==> config.mk <==
export PLATFORM = sky130hd
export DESIGN_NAME = sr_cmd_driver_flat
export DESIGN_NICKNAME = d
export VERILOG_FILES = /design/src/rtl/sr_cmd_driver_if.sv /design/src/rtl/sr_cmd_driver.sv /design/src/flat_wrapper.sv
export SDC_FILE = /design/constraint.sdc
export NUM_CORES = 1
export LEC_CHECK = 0
export ABC_AREA = 1
export CAP_MARGIN = 20
export CORE_MARGIN = 8
export CORE_UTILIZATION = 50
export DETAILED_ROUTE_END_ITERATION = 12
export DONT_BUFFER_PORTS = 1
export PLACE_DENSITY_LB_ADDON = 0.2
export SLEW_MARGIN = 30
export SYNTH_ARGS = -nofsm -noshare
export SYNTH_HDL_FRONTEND = slang
export SYNTH_SLANG_ARGS = --single-unit
==> constraint.sdc <==
create_clock -name clk -period 2.08 [get_ports clk]
set_input_delay 0.312 -clock clk [delete_from_list [all_inputs] [get_ports clk]]
set_output_delay 0.312 -clock clk [all_outputs]
set_load 0.01 [all_outputs]
==> src/rtl/sr_cmd_driver_if.sv <==
`default_nettype none
// ============================================================================
//  Module      : sr_cmd_driver_if
//  Description : Bundle of the command stream (valid/ready/data) and the
//                excitation/feedback wires of the external SR latch.
//                The slave modport is the driver; the master modport is the
//                environment (command source plus the latch itself).
//  Revision    : 1.0 - initial release
// ============================================================================
interface sr_cmd_driver_if;
  logic tgt_valid;   // desired latch value presented
  logic tgt_data;    // desired Q value
  logic tgt_ready;   // driver FIFO can take an entry
  logic s_out;       // set excitation to latch S
  logic r_out;       // reset excitation to latch R
  logic en_out;      // gate pulse to latch enable
  logic q_fb;        // latch Q, asynchronous to clk

  modport slave (
    input  tgt_valid,
    input  tgt_data,
    input  q_fb,
    output tgt_ready,
    output s_out,
    output r_out,
    output en_out
  );

  modport master (
    output tgt_valid,
    output tgt_data,
    output q_fb,
    input  tgt_ready,
    input  s_out,
    input  r_out,
    input  en_out
  );
endinterface
`default_nettype wire

==> src/rtl/sr_cmd_driver.sv <==
`default_nettype none
// ============================================================================
//  Module      : sr_cmd_driver
//  Description : Command-side driver for an external gated SR latch. Desired
//                Q values are queued in a small FIFO; each one is applied as
//                an S or R excitation with a gate pulse (or skipped when the
//                latch already holds that value), then Q is read back through
//                a 2-flop synchronizer and any disagreement is counted.
//  Revision    : 1.0 - initial release
// ============================================================================
module sr_cmd_driver #(
  parameter int FIFO_DEPTH    = 4,  // power of two, >= 2
  parameter int PULSE_CYCLES  = 2,  // >= 1
  parameter int SETTLE_CYCLES = 3,  // >= 1
  parameter int ERR_W         = 8
) (
  input  wire logic             clk,
  input  wire logic             rst_n,
  sr_cmd_driver_if.slave        bus,
  output logic                  busy,
  output logic                  mismatch,
  output logic [ERR_W-1:0]      err_count,
  output logic                  cur_q
);

  // --------------------------------------------------------------------------
  // Derived sizes
  // --------------------------------------------------------------------------
  localparam int c_AW      = $clog2(FIFO_DEPTH);
  localparam int c_CNT_MAX = (PULSE_CYCLES > SETTLE_CYCLES) ? PULSE_CYCLES : SETTLE_CYCLES;
  // The phase counter only ever holds (cycles - 1), so clog2(max) bits suffice.
  localparam int c_CW      = (c_CNT_MAX > 1) ? $clog2(c_CNT_MAX) : 1;

  localparam logic [c_AW:0]   c_FULL        = (c_AW+1)'(FIFO_DEPTH);
  localparam logic [c_CW-1:0] c_PULSE_LAST  = c_CW'(PULSE_CYCLES - 1);
  localparam logic [c_CW-1:0] c_SETTLE_LAST = c_CW'(SETTLE_CYCLES - 1);

  typedef enum logic [1:0] {
    S_IDLE   = 2'd0,
    S_DRIVE  = 2'd1,
    S_SETTLE = 2'd2,
    S_CHECK  = 2'd3
  } state_t;

  // --------------------------------------------------------------------------
  // Registers
  // --------------------------------------------------------------------------
  logic                  r_q_meta;
  logic                  r_q_sync;

  logic [FIFO_DEPTH-1:0] r_mem;
  logic [c_AW-1:0]       r_wr_ptr;
  logic [c_AW-1:0]       r_rd_ptr;
  logic [c_AW:0]         r_count;
  logic                  r_ready;

  state_t                r_state;
  logic                  r_tgt;
  logic [c_CW-1:0]       r_cnt;
  logic                  r_en;
  logic                  r_s;
  logic                  r_r;
  logic                  r_mismatch;
  logic [ERR_W-1:0]      r_err;
  logic                  r_cur_q;
  logic                  r_known;

  // --------------------------------------------------------------------------
  // Combinational helpers
  // --------------------------------------------------------------------------
  logic                  w_push;
  logic                  w_pop;
  logic                  w_empty;
  logic                  w_head;
  logic [c_AW:0]         w_count_nxt;
  logic [ERR_W-1:0]      w_err_next;

  // Ready is registered, so it reads "not full" as of the last edge and is 0
  // while in reset; a push can therefore never land on a full FIFO.
  assign w_push  = bus.tgt_valid & r_ready;
  assign w_empty = (r_count == '0);
  assign w_pop   = (r_state == S_IDLE) & ~w_empty;
  assign w_head  = r_mem[r_rd_ptr];

  // Saturating increment: the counter sticks at all-ones.
  assign w_err_next = (&r_err) ? r_err : (r_err + 1'b1);

  // Occupancy after this edge, used both for the count and for next ready.
  always_comb begin
    w_count_nxt = r_count;
    if (w_push && !w_pop) begin
      w_count_nxt = r_count + 1'b1;
    end else if (!w_push && w_pop) begin
      w_count_nxt = r_count - 1'b1;
    end
  end

  // --------------------------------------------------------------------------
  // Two-flop synchronizer for the asynchronous latch feedback
  // --------------------------------------------------------------------------
  // Bring q_fb into the clk domain before any decision uses it.
  always_ff @(posedge clk or negedge rst_n) begin
    if (!rst_n) begin
      r_q_meta <= 1'b0;
      r_q_sync <= 1'b0;
    end else begin
      r_q_meta <= bus.q_fb;
      r_q_sync <= r_q_meta;
    end
  end

  // --------------------------------------------------------------------------
  // Command FIFO
  // --------------------------------------------------------------------------
  // Storage, pointers and occupancy; pointers wrap naturally at FIFO_DEPTH.
  always_ff @(posedge clk or negedge rst_n) begin
    if (!rst_n) begin
      r_mem    <= '0;
      r_wr_ptr <= '0;
      r_rd_ptr <= '0;
      r_count  <= '0;
      r_ready  <= 1'b0;
    end else begin
      if (w_push) begin
        r_mem[r_wr_ptr] <= bus.tgt_data;
        r_wr_ptr        <= r_wr_ptr + 1'b1;
      end
      if (w_pop) begin
        r_rd_ptr <= r_rd_ptr + 1'b1;
      end
      r_count <= w_count_nxt;
      r_ready <= (w_count_nxt != c_FULL);
    end
  end

  // --------------------------------------------------------------------------
  // Excitation / verification sequencer
  // --------------------------------------------------------------------------
  // IDLE pops a command and either pulses the latch or goes straight to a
  // hold check. The read-back comparison is registered on the edge that
  // enters CHECK, so mismatch and the counter step both show in CHECK itself.
  always_ff @(posedge clk or negedge rst_n) begin
    if (!rst_n) begin
      r_state    <= S_IDLE;
      r_tgt      <= 1'b0;
      r_cnt      <= '0;
      r_en       <= 1'b0;
      r_s        <= 1'b0;
      r_r        <= 1'b0;
      r_mismatch <= 1'b0;
      r_err      <= '0;
      r_cur_q    <= 1'b0;
      r_known    <= 1'b0;
    end else begin
      r_mismatch <= 1'b0;
      case (r_state)
        S_IDLE: begin
          if (w_pop) begin
            r_tgt <= w_head;
            if (!r_known || (w_head != r_cur_q)) begin
              // Latch must change (or its state is unknown): drive it.
              r_state <= S_DRIVE;
              r_en    <= 1'b1;
              r_s     <= w_head;
              r_r     <= ~w_head;
              r_cnt   <= c_PULSE_LAST;
            end else begin
              // Latch already holds the value: only verify it.
              r_state <= S_CHECK;
              if (r_q_sync != w_head) begin
                r_mismatch <= 1'b1;
                r_err      <= w_err_next;
              end
            end
          end
        end

        S_DRIVE: begin
          if (r_cnt == '0) begin
            r_state <= S_SETTLE;
            r_en    <= 1'b0;
            r_s     <= 1'b0;
            r_r     <= 1'b0;
            r_cnt   <= c_SETTLE_LAST;
          end else begin
            r_cnt <= r_cnt - 1'b1;
          end
        end

        S_SETTLE: begin
          if (r_cnt == '0) begin
            r_state <= S_CHECK;
            if (r_q_sync != r_tgt) begin
              r_mismatch <= 1'b1;
              r_err      <= w_err_next;
            end
          end else begin
            r_cnt <= r_cnt - 1'b1;
          end
        end

        S_CHECK: begin
          r_cur_q <= r_tgt;
          r_known <= 1'b1;
          r_state <= S_IDLE;
        end

        default: begin
          r_state <= S_IDLE;
        end
      endcase
    end
  end

  // --------------------------------------------------------------------------
  // Outputs
  // --------------------------------------------------------------------------
  assign bus.tgt_ready = r_ready;
  assign bus.en_out    = r_en;
  assign bus.s_out     = r_s;
  assign bus.r_out     = r_r;
  assign busy          = (r_state != S_IDLE) | ~w_empty;
  assign mismatch      = r_mismatch;
  assign err_count     = r_err;
  assign cur_q         = r_cur_q;

endmodule
`default_nettype wire

==> src/flat_wrapper.sv <==
// flat-port wrapper written by rule: the top's interface ports become plain ports
module sr_cmd_driver_flat 
#(
  parameter int FIFO_DEPTH    = 4,                       
  parameter int PULSE_CYCLES  = 2,         
  parameter int SETTLE_CYCLES = 3,         
  parameter int ERR_W         = 8
)
  (clk, rst_n, busy, mismatch, err_count, cur_q, bus_tgt_valid, bus_tgt_data, bus_q_fb, bus_tgt_ready, bus_s_out, bus_r_out, bus_en_out);
  sr_cmd_driver_if bus_i ();
  input  wire logic clk;
  input  wire logic rst_n;
  output logic busy;
  output logic mismatch;
  output logic [ERR_W-1:0] err_count;
  output logic cur_q;
  input wire logic [$bits(bus_i.tgt_valid)-1:0] bus_tgt_valid;
  input wire logic [$bits(bus_i.tgt_data)-1:0] bus_tgt_data;
  input wire logic [$bits(bus_i.q_fb)-1:0] bus_q_fb;
  output wire logic [$bits(bus_i.tgt_ready)-1:0] bus_tgt_ready;
  output wire logic [$bits(bus_i.s_out)-1:0] bus_s_out;
  output wire logic [$bits(bus_i.r_out)-1:0] bus_r_out;
  output wire logic [$bits(bus_i.en_out)-1:0] bus_en_out;
  assign bus_i.tgt_valid = bus_tgt_valid;
  assign bus_i.tgt_data = bus_tgt_data;
  assign bus_i.q_fb = bus_q_fb;
  assign bus_tgt_ready = bus_i.tgt_ready;
  assign bus_s_out = bus_i.s_out;
  assign bus_r_out = bus_i.r_out;
  assign bus_en_out = bus_i.en_out;
  sr_cmd_driver #(.FIFO_DEPTH(FIFO_DEPTH), .PULSE_CYCLES(PULSE_CYCLES), .SETTLE_CYCLES(SETTLE_CYCLES), .ERR_W(ERR_W)) u_core (.clk(clk), .rst_n(rst_n), .bus(bus_i), .busy(busy), .mismatch(mismatch), .err_count(err_count), .cur_q(cur_q));
endmodule
==> results of run 1 <==
-- layout make-up --
cell class	count	area, um2
fillers	351	1580
multi-input cells	157	943
flip-flops and latches	33	826
inverters	25	93.8
clock buffers	8	80.1
well taps	48	60.1
repair buffers	5	52.6
-- cell families (layout without fill, tap and decap cells) --
kind of cell / after synthesis / in the layout
buffers and inverters: 27 / 38
flip-flops: 33 / 33
XOR/XNOR: 11 / 11
AO/OA/AOI/OAI: 21 / 21
AND/OR/NAND/NOR: 110 / 110
adder cells (fa/ha/maj): 15 / 15
-- flip-flops by register name, summed over array words and instances, names as in the netlist, 2 cells and up --
signal,flops
u_core.err_count,8
u_core.r_mem,4
u_core.r_count,3
u_core.r_cnt,2
u_core.r_rd_ptr,2
u_core.r_state,2
u_core.r_wr_ptr,2
-- synth_stat cells (5+ instances only) --
master	number	area, um2
xor2_1	8	70.1
nor2_1	10	37.5
o21ai_0	12	60.1
nand4_1	6	37.5
a21oi_1	5	25.0
inv_1	21	78.8
dfrtp_1	33	826
nand3_1	17	85.1
ha_1	15	188
nand2_1	63	236
-- worst paths after layout --
check / startpoint / end / slack, ns
worst min-delay path: bus_q_fb / u_core.r_q_meta / 0.06
worst min register to register: u_core.r_q_meta / u_core.r_q_sync / 0.35
worst max-delay path: u_core.r_state[0] / u_core.err_count[4] / 0.21
max in group asynchronous: rst_n / u_core.err_count[4] / 1.43
worst max register to register: u_core.r_state[0] / u_core.err_count[4] / 0.21
min in group asynchronous: rst_n / u_core.bus.en_out / 0.47
-- per-stage QoR --
stage / power (mW) / cell area [um2] / utilization / instances
after CTS: 3.36 / 2050 / 0.565 / 276
after global placement: 2.82 / 1940 / 0.535 / 266
final: 3.33 / 2060 / 0.566 / 276
after floorplan: 2.53 / 1880 / - / 217
after global routing: 3.67 / 2060 / 0.566 / 276
after detailed placement: 2.86 / 1940 / 0.535 / 266
-- per-layer routing --
layer	track usage	vias up	wire length, um
met5	0	-	0
met4	0.0453	0	50
met3	0.0455	6	204
met2	0.197	25	1570
met1	0.150	622	1660
li1	-	710	-
-- where the power goes --
| part | switching (mW) | internal [mW] | total, mW |
|---|---|---|---|
| combinational | 1.09 | 0.647 | 1.73 |
| sequential | 0.247 | 0.892 | 1.14 |
| clock | 0.222 | 0.238 | 0.459 |
| total | 1.55 | 1.78 | 3.33 |
-- what timing repair did --
action	4_1_cts	5_1_grt
hold endpoints to repair	33	0
gates resized for setup	0	1
endpoints found under the setup margin	0	6
hold buffers	2	0
==> impl_metrics.py, run 1 <==
metrics = {
    "floorplan": {
        "core_area_mm2": 0.00363,
        "dieArea_mm2": 0.00598,
        "die_h_um": 77.3,
        "num_rows": 22,
        "die_x_um": 77.3,
        "initial_core_util": 0.517,
        "ios": 20,
    },
    "yosys": {
        "synth_area_mm2": 0.00188,
        "synth_fp_nets": 237,
        "syn_inst": 217,
        "synth_top_family_by_area": "simple AND/OR/NAND/NOR gates",
        "syn_avg_cell_area_um2": 8.66,
        "muxShareOfSynthArea": 0,
        "synth-async-reset-ratio": 1.00,
        "yosysSeqAreaShare": 0.439,
        "ys.flop_type": "dfrtp_1",
        "ys_types": 27,
        "ys_ff_latch": 33,
        "synth_warnings": 0,
        "synth-edff-count": 0,
        "synth-adder-area-share": 0.0999,
        "synth_compound_area_frac": 0.0613,
        "synth_xor_area_frac": 0.0513,
        "yosys.area_share.simple": 0.288,
    },
    "power_and_ir_drop": {
        "ir_worst_vdd_uv": 766,
        "p_leak_nw": 1.06,
        "pwr_density_cell_mw_per_mm2": 1620,
    },
    "timing": {
        "max_freq_ghz": 0.536,
        "period_needed_ns": 1.87,
        "tightest_slew_ns": 0.419,
        "drv_slew": 0,
        "rsz0062_at_grt": "no",
        "fin_tns_setup_ns": 0,
        "worst_slack_ns": 0.215,
        "hold_slack_ns": 0.0593,
        "setup_violations": 0,
        "hold_viol": 0,
        "slew_headroom": 0.721,
        "fin_crit_sh": 0.897,
        "skew_ns": 0.00753,
    },
    "clock_tree": {
        "clk_latency_ns": 0.28,
        "ctsRootBufferMaster": "clkbuf_8",
        "cts_tree": "built",
        "cts_buffers": 5,
        "clockBufferDepth": 2,
        "clock-sinks": 33,
        "htree_levels": 2,
        "clk_pin_slew_ns": 0.07,
        "cts_setup_buffers": 0,
    },
    "setup_path": {
        "cp_num_cells": 9,
        "critPathLaunchType": "register",
        "slowest_delay_ns": 0.43,
        "cp.required_ns": 2.25,
        "cp.arrival_ns": 2.04,
        "cp-end-kind": "register",
        "crit_family": "compound AO/OA/AOI/OAI gates",
        "slowest_stage": "dfrtp_1",
        "r2r_cells": 9,
        "path_cells": "inv_1, ha_1, inv_1, o21ai_1, nor2_1, o211a_1, nand2_8, nand2_1, nand2_1",
        "crit_fanout": 9,
        "crit_type": "reg2reg",
        "crit_buf_inv": 2,
    },
    "grt": {
        "grt_pass1_vias": 1377,
        "track_usage": 0.124,
        "grt_pass1_wl_um": 6130,
        "antenna_found_initial": 0,
        "grt_overflow": 0,
        "grt_max_degree": 34,
    },
    "run": {
        "cap_violations": 0,
    },
    "place": {
        "hpwlAfterDp_um": 2570,
        "dp_slack_ns": 0.200,
        "routabilityCongestion": 0.778,
        "portBuffers": 0,
    },
    "route": {
        "routed_via_density": 4.94,
        "drt_iter0_markers": 54,
        "wire_per_inst_um": 12.6,
        "vias": 1363,
        "drc": 0,
        "final_antenna_net_count": 0,
        "wirelength_um": 3480,
        "drt_first_pass_iters": 4,
    },
    "cells_and_area": {
        "final_nets": 247,
        "syn2layout_area_growth_pct": 9.39,
        "final_cell_mix": "nand2_1 (63), dfrtp_1 (33), inv_1 (21)",
        "mostFrequentLayoutCell": "nand2_1",
        "drive_above_1_share": 0.118,
        "antenna_cells": 0,
    },
    "min_path": {
        "hold_class": "in2reg",
        "whs_path_depth": 0,
    },
    "run_status": {
        "status": "finished, final reports clean",
    },
}
(Power assumes the default switching activity.)
==> inputs of run 2 (changes only) <==
- SETUP_SLACK_MARGIN: not set -> 0.4
==> run 2 against run 1 <==
Net effect:
- die area stayed put
- clock power barely moved
- register-to-register slack better by 0.29 ns
==> impl_metrics.py, run 2 (synthesis gave the netlist of run 1 again) <==
metrics = {
    "floorplan": {
        "num_rows": 22,
        "die_h_um": 77.3,
        "die_x_um": 77.3,
        "core_area_mm2": 0.00363,
        "initial_core_util": 0.517,
        "ios": 20,
        "dieArea_mm2": 0.00598,
    },
    "setup_path": {
        "cp.required_ns": 2.25,
        "crit_buf_inv": 2,
        "crit_family": "flip-flops",
        "cp-end-kind": "register",
        "rrSetupSlack_ns": 0.51,
        "slowest_stage": "dfrtp_1",
        "reg2reg_from": "u_core.r_state[0]",
        "crit_type": "reg2reg",
        "critPathLaunchType": "register",
        "r2r_end": "u_core.err_count[3]",
        "slowest_delay_ns": 0.35,
        "cp_common_cell": "nand2_1",
        "crit_fanout": 8,
        "path_cells": "inv_1, ha_2, inv_2, o21ai_1, nor2_2, o211a_4, nand2_8, nand2_1, nand2_1",
        "cp.arrival_ns": 1.74,
        "r2r_cells": 9,
    },
    "timing": {
        "worst_slack_ns": 0.508,
        "max_freq_ghz": 0.636,
        "tightest_slew_ns": 0.321,
        "fin_tns_setup_ns": 0,
        "rsz0062_at_grt": "no",
        "fin_crit_sh": 0.756,
        "period_needed_ns": 1.57,
        "hold_viol": 0,
        "setup_violations": 0,
        "drv_slew": 0,
        "slew_headroom": 0.786,
        "skew_ns": 0.00790,
    },
    "clock_tree": {
        "ctsRootBufferMaster": "clkbuf_8",
        "clk_pin_slew_ns": 0.07,
        "clockBufferDepth": 2,
        "cts_buffers": 5,
        "htree_levels": 2,
        "clock-sinks": 33,
        "clk_latency_ns": 0.28,
        "cts_tree": "built",
    },
    "place": {
        "hpwlAfterDp_um": 2570,
        "dp_slack_ns": 0.200,
        "portBuffers": 0,
        "routabilityCongestion": 0.778,
    },
    "power_and_ir_drop": {
        "pwr_density_cell_mw_per_mm2": 1650,
        "p_leak_nw": 1.07,
        "ir_worst_vdd_uv": 820,
    },
    "cells_and_area": {
        "mostFrequentLayoutCell": "nand2_1",
        "final_core_util": 0.587,
        "n_fill_cell": 344,
        "multiInputGateArea_mm2": 0.00100,
        "antenna_cells": 0,
        "syn2layout_area_growth_pct": 13.4,
        "final_nets": 250,
        "final_cell_mix": "nand2_1 (62), dfrtp_1 (33), inv_1 (18)",
        "largest_register_ffs": 8,
        "drive_above_1_share": 0.177,
        "seq_area_um2": 826,
    },
    "route": {
        "wire_per_inst_um": 13.0,
        "drc": 0,
        "vias": 1397,
        "routed_via_density": 5.01,
        "drt_first_pass_iters": 4,
        "drt_iter0_markers": 56,
        "final_antenna_net_count": 0,
        "wirelength_um": 3620,
    },
    "grt": {
        "grt_pass1_wl_um": 6190,
        "track_usage": 0.125,
        "grt_pass1_vias": 1399,
        "antenna_found_initial": 0,
        "grt_max_degree": 34,
        "grt_overflow": 0,
    },
    "min_path": {
        "whs_endpoint": "u_core.r_q_meta",
        "hp-start": "bus_q_fb",
        "whs_path_depth": 0,
        "hold_class": "in2reg",
    },
    "run": {
        "cap_violations": 0,
    },
    "run_status": {
        "status": "finished, final reports clean",
    },
}
==> run 2: cell types whose count changed in the layout (fill, tap and decap cells not counted), sizes merged <==
cell,change
buf,+2
clkinv,-1
clkinvlp,+1
o211a,+1
==> run 2: how the worst max path moves through the flow <==
stage	depth (start not counted)	end	slack [ns]	from
2_1_floorplan	11	u_core.err_count[2]	0.42	u_core.r_state[0]
6_report	9	u_core.err_count[3]	0.51	u_core.r_state[0]
5_1_grt	8	u_core.err_count[3]	0.39	u_core.err_count[0]
3_5_place_dp	8	u_core.err_count[2]	0.20	u_core.r_state[0]
3_3_place_gp	8	u_core.err_count[2]	0.23	u_core.r_state[0]
4_1_cts	11	u_core.bus.tgt_ready	0.40	u_core.r_count[0]
==> run 2: timing repair <==
action / CTS / global route
gates resized for setup: 4 / 13
gates cloned: 0 / 1
buffers inserted: 1 / 1
endpoints found under the setup margin: 14 / 12
hold buffers: 2 / 0
pin swaps: 0 / 2
endpoints found under the hold margin: 33 / 0
==> run 2: through the flow <==
| stage | total power [mW] | std cells | hold WS [ns] | cell area (um2) |
|---|---|---|---|---|
| finish | 3.53 | 279 | 0.0611 | 2130 |
| global route | 3.87 | 279 | 0.0461 | 2130 |
| CTS | 3.44 | 277 | 0.0482 | 2080 |
| detailed placement | 2.86 | 266 | 0.0178 | 1940 |
| global placement | 2.82 | 266 | 0.0175 | 1940 |
| floorplan | 2.53 | 217 | 0.0164 | 1880 |
==> run 2: where the power goes <==
part	internal [mW]	total [mW]	switching, mW
clock	0.237	0.457	0.219
sequential	0.892	1.13	0.242
combinational	0.767	1.94	1.17
total	1.90	3.53	1.63
==> run 2: area by class of cell <==
cell class | instances | share of cell area
inverter | 25 | 0.0458
clock buffer | 8 | 0.0376
multi-input combinational | 158 | 0.469
timing repair buffer | 7 | 0.0317
tap | 48 | 0.0282
sequential | 33 | 0.387
==> run 2: metal layers <==
metal  GRT usage  up-vias  share of wire
met3      0.0455        5          0.059
met2       0.201       26           0.46
met1       0.150      647           0.46
met5           0        -              0
li1            -      719              -
met4      0.0453        0          0.013
==> inputs of run 3 (changes only) <==
- clock period: 2.08 -> 1.6 ns (I/O delays scaled with it)
==> run 3 against run 2 <==
Net effect:
- cell count rose by 10%
- die area did not move
- register-to-register slack got worse by 0.43 ns
- sequential cell count did not move
- cell area rose by 19%
- first-iteration DRC count rose by 41%
- total power rose by 65%
- critical endpoint is now busy
==> impl_metrics.py, run 3 (synthesis gave the netlist of run 1 again) <==
metrics = {
    "grt": {
        "grt_overflow": 0,
        "grt_pass1_vias": 1492,
        "grt_pass1_wl_um": 6740,
        "antenna_found_initial": 0,
        "track_usage": 0.138,
        "grt_max_degree": 34,
    },
    "setup_path": {
        "path_cells": "inv_2, ha_4, nand3_4, buf_4",
        "crit_type": "reg2out",
        "cp.arrival_ns": 1.28,
        "cp.required_ns": 1.36,
        "cp-end-kind": "output port",
        "crit_fanout": 8,
        "critPathLaunchType": "register",
        "slowest_delay_ns": 0.45,
        "setup.worst_path.start": "u_core.r_state[1]",
        "slowest_stage": "dfrtp_2",
        "crit_family": "flip-flops",
        "crit_buf_inv": 2,
        "reg2reg_from": "u_core.r_state[1]",
    },
    "cells_and_area": {
        "drive_above_1_share": 0.351,
        "largest_register_ffs": 8,
        "final_nets": 279,
        "antenna_cells": 0,
        "syn2layout_area_growth_pct": 34.6,
        "final_cell_mix": "nand2_1 (56), dfrtp_1 (32), buf_4 (27)",
        "mostFrequentLayoutCell": "nand2_1",
    },
    "clock_tree": {
        "clockBufferDepth": 2,
        "cts_tree": "built",
        "htree_levels": 2,
        "cts_buffers": 5,
        "clk_latency_ns": 0.28,
        "clock-sinks": 33,
        "clk_pin_slew_ns": 0.06,
        "ctsRootBufferMaster": "clkbuf_8",
    },
    "run_status": {
        "status": "finished, final reports clean",
    },
    "floorplan": {
        "initial_core_util": 0.517,
        "die_h_um": 77.3,
        "dieArea_mm2": 0.00598,
        "ios": 20,
        "die_x_um": 77.3,
        "num_rows": 22,
        "core_area_mm2": 0.00363,
    },
    "place": {
        "dp_slack_ns": 0.0222,
        "hpwlAfterDp_um": 2690,
        "routabilityCongestion": 0.805,
        "portBuffers": 0,
    },
    "timing": {
        "fin_crit_sh": 0.953,
        "period_needed_ns": 1.52,
        "worst_slack_ns": 0.0751,
        "hold_slack_ns": 0.136,
        "hold_viol": 0,
        "drv_slew": 0,
        "tightest_slew_ns": 0.374,
        "setup_violations": 0,
        "max_freq_ghz": 0.656,
        "skew_ns": 0.00550,
        "fin_tns_setup_ns": 0,
        "slew_headroom": 0.750,
        "rsz0062_at_grt": "yes",
    },
    "route": {
        "routed_via_density": 4.95,
        "final_antenna_net_count": 0,
        "vias": 1521,
        "wirelength_um": 4030,
        "drc": 0,
        "wire_per_inst_um": 13.1,
        "drt_iter0_markers": 79,
        "drt_first_pass_iters": 4,
    },
    "run": {
        "cap_violations": 0,
    },
    "min_path": {
        "hp-start": "bus_tgt_valid",
        "hold_class": "in2reg",
    },
    "power_and_ir_drop": {
        "ir_worst_vdd_uv": 1550,
        "p_total_mw": 5.82,
        "p_leak_nw": 1.27,
        "pwr_density_cell_mw_per_mm2": 2300,
    },
}
-- run 3: where the power goes --
group          switching, mW  internal, mW  leakage, nW
Clock                  0.286         0.452       0.0540
Sequential             0.278          1.16        0.403
Combinational           1.96          1.69        0.808
Total                   2.52          3.30         1.27
-- run 3: metal layers --
layer / wire length [um] / track usage / vias to the layer above
met5: 0 / 0 / -
met4: 65 / 0.0717 / 0
met3: 228 / 0.0455 / 7
met2: 1990 / 0.216 / 29
met1: 1750 / 0.166 / 709
li1: - / - / 776
-- run 3: final timing paths --
| kind | endpoint | cells past startpoint | slack, ns |
|---|---|---|---|
| hold reg to reg | u_core.r_q_sync | 0 | 0.35 |
| min in group asynchronous | u_core.r_mem[0] | 2 | 0.40 |
| setup / recovery | busy | 4 | 0.08 |
| setup reg to reg | u_core.bus.tgt_ready | 10 | 0.08 |
| hold / removal | u_core.r_wr_ptr[0] | 2 | 0.14 |
| max in group asynchronous | u_core.r_state[1] | 2 | 1.01 |
-- run 3: what timing repair did --
| action | CTS | global route |
|---|---|---|
| buffers inserted | 6 | 8 |
| hold buffers | 3 | 0 |
| pin swaps | 4 | 12 |
| setup endpoints to repair | 24 | 30 |
| hold endpoints to repair | 34 | 0 |
| gates resized for setup | 19 | 34 |
-- run 3: metrics by stage --
stage          cell area [um2]  cells   util
2_1_floorplan             1910    217      -
3_3_place_gp              2110    283  0.580
3_5_place_dp              2110    283  0.580
4_1_cts                   2360    299  0.650
5_1_grt                   2530    307  0.696
6_report                  2530    307  0.696
-- run 3: layout make-up --
| type | instances | area [um2] |
|---|---|---|
| Clock inverter | 2 | 35.0 |
| Fill cell | 276 | 1100 |
| Clock buffer | 5 | 68.8 |
| Tap cell | 48 | 60.1 |
| Inverter | 25 | 93.8 |
| Sequential cell | 33 | 827 |
| Multi-Input combinational cell | 157 | 1110 |
| Timing Repair Buffer | 37 | 330 |
-- run 3: worst reg2reg max path, delay by kind of cell, from the launching register on --
family,cells,cell delay [ns]
XOR/XNOR,1,0.14
adder cells (fa/ha/maj),1,0.18
AND/OR/NAND/NOR,5,0.42
buffers and inverters,3,0.21
flip-flops,1,0.45
